--- src/rtl/reg_scoreboard_pkg.sv ---
// Shared definitions for the register scoreboard: register-id width, special-register ids
// and the read/write-select encoding shared with the register file.
package reg_scoreboard_pkg;

  localparam int REG_ID_W   = 4;
  localparam int REG_ID_NUM = 11;

  typedef logic [REG_ID_W-1:0] reg_id_t;

  localparam reg_id_t REG_ID_SP = 4'd8;
  localparam reg_id_t REG_ID_IH = 4'd9;
  localparam reg_id_t REG_ID_T  = 4'd10;

  typedef enum logic [1:0] {
    SPEC_GEN = 2'b00,
    SPEC_SP  = 2'b01,
    SPEC_IH  = 2'b10,
    SPEC_T   = 2'b11
  } spec_e;

endpackage : reg_scoreboard_pkg

--- src/rtl/reg_id_decode.sv ---
// Maps a register-file (select, index) pair to the flat 4-bit scoreboard id.
module reg_id_decode
  import reg_scoreboard_pkg::*;
(
  input  logic [1:0] spec_i,
  input  logic [2:0] idx_i,
  output reg_id_t    id_o
);

  // NOTE: every path assigns id_o, so this block can never infer a latch.
  always_comb begin
    unique case (spec_e'(spec_i))
      SPEC_GEN: id_o = {1'b0, idx_i};
      SPEC_SP:  id_o = REG_ID_SP;
      SPEC_IH:  id_o = REG_ID_IH;
      default:  id_o = REG_ID_T;
    endcase
  end

endmodule : reg_id_decode

--- src/rtl/reg_scoreboard.sv ---
// Pending-write scoreboard for the decode stage; stalls reads of, and over-commits to, registers
// with in-flight writes. Define REG_SB_CHECK_EN to enable the sticky underflow/saturation err flag.
module reg_scoreboard
  import reg_scoreboard_pkg::*;
#(
  parameter int CNT_W = 2
) (
  input  logic                  CLK,
  input  logic                  RSTn,
  input  logic                  issue_valid,
  input  logic                  issue_src1_en,
  input  logic                  issue_src2_en,
  input  logic [1:0]            issue_src_spec,
  input  logic [2:0]            issue_src1,
  input  logic [2:0]            issue_src2,
  input  logic                  issue_dst_en,
  input  logic [1:0]            issue_dst_spec,
  input  logic [2:0]            issue_dst,
  input  logic                  retire_valid,
  input  logic [1:0]            retire_spec,
  input  logic [2:0]            retire_dst,
  input  logic                  flush,
  output logic                  stall,
  output logic [REG_ID_NUM-1:0] busy,
  output logic                  err
);

  localparam logic [CNT_W-1:0] CNT_MAX = '1;
  localparam logic [CNT_W-1:0] CNT_ONE = CNT_W'(1);

  reg_id_t src1_id, src2_id, dst_id, ret_id;

  logic [CNT_W-1:0] cnt_q [REG_ID_NUM];
  logic [CNT_W-1:0] cnt_d [REG_ID_NUM];
  logic [CNT_W-1:0] src1_cnt, src2_cnt, dst_cnt;

  logic                  src2_chk, src1_haz, src2_haz, dst_full, accept;
  logic [REG_ID_NUM-1:0] inc_vec, dec_vec;

  reg_id_decode u_dec_src1 (.spec_i(issue_src_spec), .idx_i(issue_src1), .id_o(src1_id));
  reg_id_decode u_dec_src2 (.spec_i(issue_src_spec), .idx_i(issue_src2), .id_o(src2_id));
  reg_id_decode u_dec_dst  (.spec_i(issue_dst_spec), .idx_i(issue_dst),  .id_o(dst_id));
  reg_id_decode u_dec_ret  (.spec_i(retire_spec),    .idx_i(retire_dst), .id_o(ret_id));

  // Counter lookup by one-hot compare; ids 11-15 are never produced and read as zero.
  always_comb begin
    src1_cnt = '0;
    src2_cnt = '0;
    dst_cnt  = '0;
    for (int i = 0; i < REG_ID_NUM; i++) begin
      if (src1_id == reg_id_t'(i)) src1_cnt = cnt_q[i];
      if (src2_id == reg_id_t'(i)) src2_cnt = cnt_q[i];
      if (dst_id  == reg_id_t'(i)) dst_cnt  = cnt_q[i];
    end
  end

  // Special-register reads use only the first read port, so src2 is meaningless then.
  assign src2_chk = issue_src2_en && (issue_src_spec == SPEC_GEN);

  // A count of one being retired this cycle is already visible through the falling-edge write.
  assign src1_haz = issue_src1_en && (src1_cnt != '0) &&
                    !((src1_cnt == CNT_ONE) && retire_valid && (ret_id == src1_id));
  assign src2_haz = src2_chk && (src2_cnt != '0) &&
                    !((src2_cnt == CNT_ONE) && retire_valid && (ret_id == src2_id));
  assign dst_full = issue_dst_en && (dst_cnt == CNT_MAX) &&
                    !(retire_valid && (ret_id == dst_id));

  assign stall  = issue_valid && (src1_haz || src2_haz || dst_full) && !flush;
  assign accept = issue_valid && !stall && !flush;

  always_comb begin
    for (int i = 0; i < REG_ID_NUM; i++) begin
      inc_vec[i] = accept && issue_dst_en && (dst_id == reg_id_t'(i));
      dec_vec[i] = retire_valid && (ret_id == reg_id_t'(i));
      busy[i]    = (cnt_q[i] != '0);
      cnt_d[i]   = cnt_q[i];
      if (flush) begin
        cnt_d[i] = '0;
      end else if (inc_vec[i] && !dec_vec[i] && (cnt_q[i] != CNT_MAX)) begin
        cnt_d[i] = cnt_q[i] + CNT_ONE;
      end else if (dec_vec[i] && !inc_vec[i] && (cnt_q[i] != '0)) begin
        cnt_d[i] = cnt_q[i] - CNT_ONE;
      end
    end
  end

  // NOTE: the counter array is small and is the block's entire state, so every entry is reset.
  always_ff @(posedge CLK or negedge RSTn) begin
    if (!RSTn) begin
      for (int i = 0; i < REG_ID_NUM; i++) cnt_q[i] <= '0;
    end else begin
      cnt_q <= cnt_d;
    end
  end

`ifdef REG_SB_CHECK_EN
  logic [REG_ID_NUM-1:0] full_vec;
  logic                  err_q, err_d;

  always_comb begin
    for (int i = 0; i < REG_ID_NUM; i++) full_vec[i] = (cnt_q[i] == CNT_MAX);
    err_d = err_q ||
            (!flush && (|(dec_vec & ~inc_vec & ~busy) || |(inc_vec & ~dec_vec & full_vec)));
  end

  always_ff @(posedge CLK or negedge RSTn) begin
    if (!RSTn) err_q <= 1'b0;
    else       err_q <= err_d;
  end

  assign err = err_q;
`else
  assign err = 1'b0;
`endif

endmodule : reg_scoreboard

--- config.mk ---
export PLATFORM = sky130hd
export DESIGN_NAME = reg_scoreboard
export DESIGN_NICKNAME = d
export VERILOG_FILES = /design/src/rtl/reg_scoreboard_pkg.sv /design/src/rtl/reg_id_decode.sv /design/src/rtl/reg_scoreboard.sv
export SDC_FILE = /design/constraint.sdc
export NUM_CORES = 1
export LEC_CHECK = 0
export BUFFER_PORTS_ARGS = -buffer_cell sky130_fd_sc_hd__buf_4
export CORE_UTILIZATION = 55
export DETAILED_ROUTE_END_ITERATION = 8
export GPL_ROUTABILITY_DRIVEN = 1
export PLACE_DENSITY = 0.77
export SYNTH_ARGS = -nofsm -noshare
export SYNTH_HDL_FRONTEND = slang
export SYNTH_SLANG_ARGS = --single-unit
--- constraint.sdc ---
create_clock -name CLK -period 3.5 [get_ports CLK]
set_clock_uncertainty 0.05 [all_clocks]
set_input_delay 0.7 -clock CLK [delete_from_list [all_inputs] [get_ports CLK]]
set_output_delay 0.7 -clock CLK [all_outputs]
set_load 0.02 [all_outputs]
==> flow_metrics.env <==
export IMPL_status="finished, violations left"
export IMPL_violations="DRC, setup timing"
export IMPL_maxSlewHeadroom_pct=59.1
export IMPL_ys_warn_count=0
export IMPL_vias_per_cell=6.69
export IMPL_min_period_over_period_pct=101
export IMPL_routed_wl_um=9710
export IMPL_max_cap_violations=0
export IMPL_netlist_top_cells_count="nand2_1, o21ai_0, dfrtp_1, nand3_1, nor2_1"
export IMPL_syn_area_mm2=0.00292
export IMPL_die_h_um=74.8
export IMPL_grt_pass1_vias=3223
export IMPL_crit_type="in -> out"
export IMPL_netlist_top_cells_area="dfrtp_1, nand2_1, o21ai_0"
export IMPL_postSynthCellCount=381
export IMPL_synth_seq_cells=22
export IMPL_yosysSeqAreaShare_pct=18.9
export IMPL_fmax_ghz=0.284
export IMPL_ant_nets=0
export IMPL_p_clk_share_pct=30.2
export IMPL_synth_nets=413
export IMPL_synthToLayoutAreaGrowth_pct=25.9
export IMPL_rr_worst_depth=10
export IMPL_p_leak_nw=1.53
export IMPL_cp_start_kind="input pin"
export IMPL_powerDensity_mw_per_mm2=224
export IMPL_ys_flop_type="dfrtp_1"
export IMPL_p_sw_share_pct=33.3
export IMPL_drive_gt1_share_pct=32.3
export IMPL_pin_count=39
export IMPL_grt_pass1_wl_um=15200
export IMPL_cts_buffer_depth=2
export IMPL_core_area_mm2=0.00511
export IMPL_synth_enable_flop_cells=0
export IMPL_async_reset_ff_share_pct=100
export IMPL_die_area_mm2=0.00560
export IMPL_required_ns=2.75
export IMPL_syn_area_per_cell_um2=7.65
export IMPL_cts_hold_buffers=0
export IMPL_clockRootBuffer="clkbuf_8"
export IMPL_gr_usage_all_layers_pct=36.0
export IMPL_dp_hpwl_um=6860
export IMPL_cts_inserted_buffers=3
export IMPL_synth_area_leader_cell="dfrtp_1"
export IMPL_p_int_mw=0.550
export IMPL_rsz0062_at_grt="true"
export IMPL_initial_core_util_pct=57.1
export IMPL_vias=3451
export IMPL_final_hold_viol_count=0
export IMPL_synth_most_common_cell="nand2_1"
export IMPL_port_buffer_count=37
export IMPL_largest_register="cnt_q"
export IMPL_tightest_slew_ns=0.609
export IMPL_setup_ws_ns=-0.0190
export IMPL_htreeDepth=1
export IMPL_yosys_cell_types_count=72
export IMPL_cp_end_kind="output pin"
export IMPL_grt_overflow=0
export IMPL_layout_nets=479
export IMPL_rows=26
export IMPL_firstDrtPassIters=7
export IMPL_clk_latency_ns=0.27
export IMPL_min_period_ns=3.52
export IMPL_die_w_um=74.8
export IMPL_wl_per_cell_um=18.8
export IMPL_hp_class="in -> async"
export IMPL_clock_sinks=22
export IMPL_path_clk_slew_ns=0.09
export IMPL_yosysTopAreaCellShare_pct=18.9
export IMPL_fin_tns_setup_ns=-0.0190
export IMPL_largest_reg_flops=22
export IMPL_peakVddDrop_mv=0.198
export IMPL_reg2reg_from="cnt_q[13]"
export IMPL_rr_endpoint="cnt_q[12]"
export IMPL_drc=1
export IMPL_antenna_cells=0
export IMPL_finalSetupViolations=1
export IMPL_grt_max_degree=34
export IMPL_pwr_share_seq_pct=31.6
export IMPL_arrival_ns=2.77
export IMPL_switchingPower_mw=0.274
export IMPL_top_regs="cnt_q (22)"
export IMPL_drtIter0Drc=310
export IMPL_grt_antenna_before_repair=0
export IMPL_ff2ff_setup_slack_ns=0.58
export IMPL_cts_tree="yes"
export IMPL_pwr_share_comb_pct=38.2
export IMPL_routabilityCongestion=0.929
export IMPL_cp_max_fo=7
export IMPL_final_max_slew_violation_count=0
export IMPL_fin_util_pct=71.9
-- cell families (layout without fill, tap and decap cells) --
group | Yosys count | count (layout) | synth area share [%]
xor gates and xnor gates | 9 | 9 | 2.70
adders and majority gates | 6 | 6 | 2.58
muxes | 11 | 11 | 5.06
other | 1 | 1 | 0.129
DFF | 22 | 22 | 18.9
buffers and inverters | 40 | 105 | 8.67
and+or+nand+nor | 180 | 180 | 34.0
AOI/OAI and AO/OA | 112 | 112 | 27.9
-- final cells by class --
type	count	area, µm²
clock buffers	3	41.3
clock inverters	1	30.0
fillers	420	1440
inverters	14	61.3
multi-input cells	319	2210
flip-flops and latches	22	551
well taps	70	87.6
repair buffers	87	688
-- critical path, cell delays in order --
cell and delay [ns]:
buf_8 0.08, inv_4 0.03, ha_4 0.17, buf_6 0.13, buf_4 0.13, and3b_2 0.21, o221ai_2 0.18, o311a_1 0.20
o22ai_2 0.07, o211ai_1 0.29, nand3_2 0.18, nor2_4 0.16, nor3b_2 0.06, buf_4 0.16
-- through the flow --
step	setup WS (ns)	cell area, µm²	hold slack [ns]	total power [mW]	cells
5_1_grt	-0.100	3670	0.279	0.854	516
2_1_floorplan	0.00387	2950	0.354	0.442	381
3_5_place_dp	-0.214	3450	0.565	0.548	506
3_3_place_gp	-0.204	3450	0.553	0.544	506
6_report	-0.0190	3670	0.261	0.823	516
4_1_cts	0.0157	3600	0.271	0.809	512
-- layer usage --
metal	part of all wire, %	global-route usage [%]	up-vias
met4	4.0	18.4	0
li1	-	-	1592
met1	41	45.4	1622
met2	48	61.0	193
met3	7.7	3.61	44
met5	0	0	-
-- placed cells by master (no fill, tap or decap), types with 10 or more instances in the layout --
cell	count
or2_2	14
buf_4	82
a21oi_1	12
a211oi_1	10
dfrtp_1	22
inv_1	11
nand3_1	20
nand2_1	41
nand4_1	16
nor2_1	19
o21ai_0	24
a31oi_1	10
nor3_1	11
-- timing repair --
action | 4_1_cts | 5_1_grt
buffers inserted | 3 | 4
resized for setup | 17 | 11
setup endpoints to repair | 1 | 1
pin swaps | 9 | 8
-- worst max path at each step --
stage / start / endpoint
after floorplan: issue_src_spec[0] / stall
after global placement: issue_src_spec[1] / stall
after detailed placement: issue_src_spec[1] / stall
after CTS: issue_dst_spec[0] / stall
after global routing: issue_src_spec[1] / stall
final: issue_src_spec[1] / stall
-- power by group through the flow --
stage	clock network, mW	registers (mW)	logic, mW
after floorplan	0	0.263	0.179
after CTS	0.250	0.260	0.299
final	0.248	0.260	0.315
after global placement	0	0.265	0.279
after global routing	0.256	0.261	0.337
after detailed placement	0	0.265	0.283
Note: power is estimated with default switching activity, not from simulation.
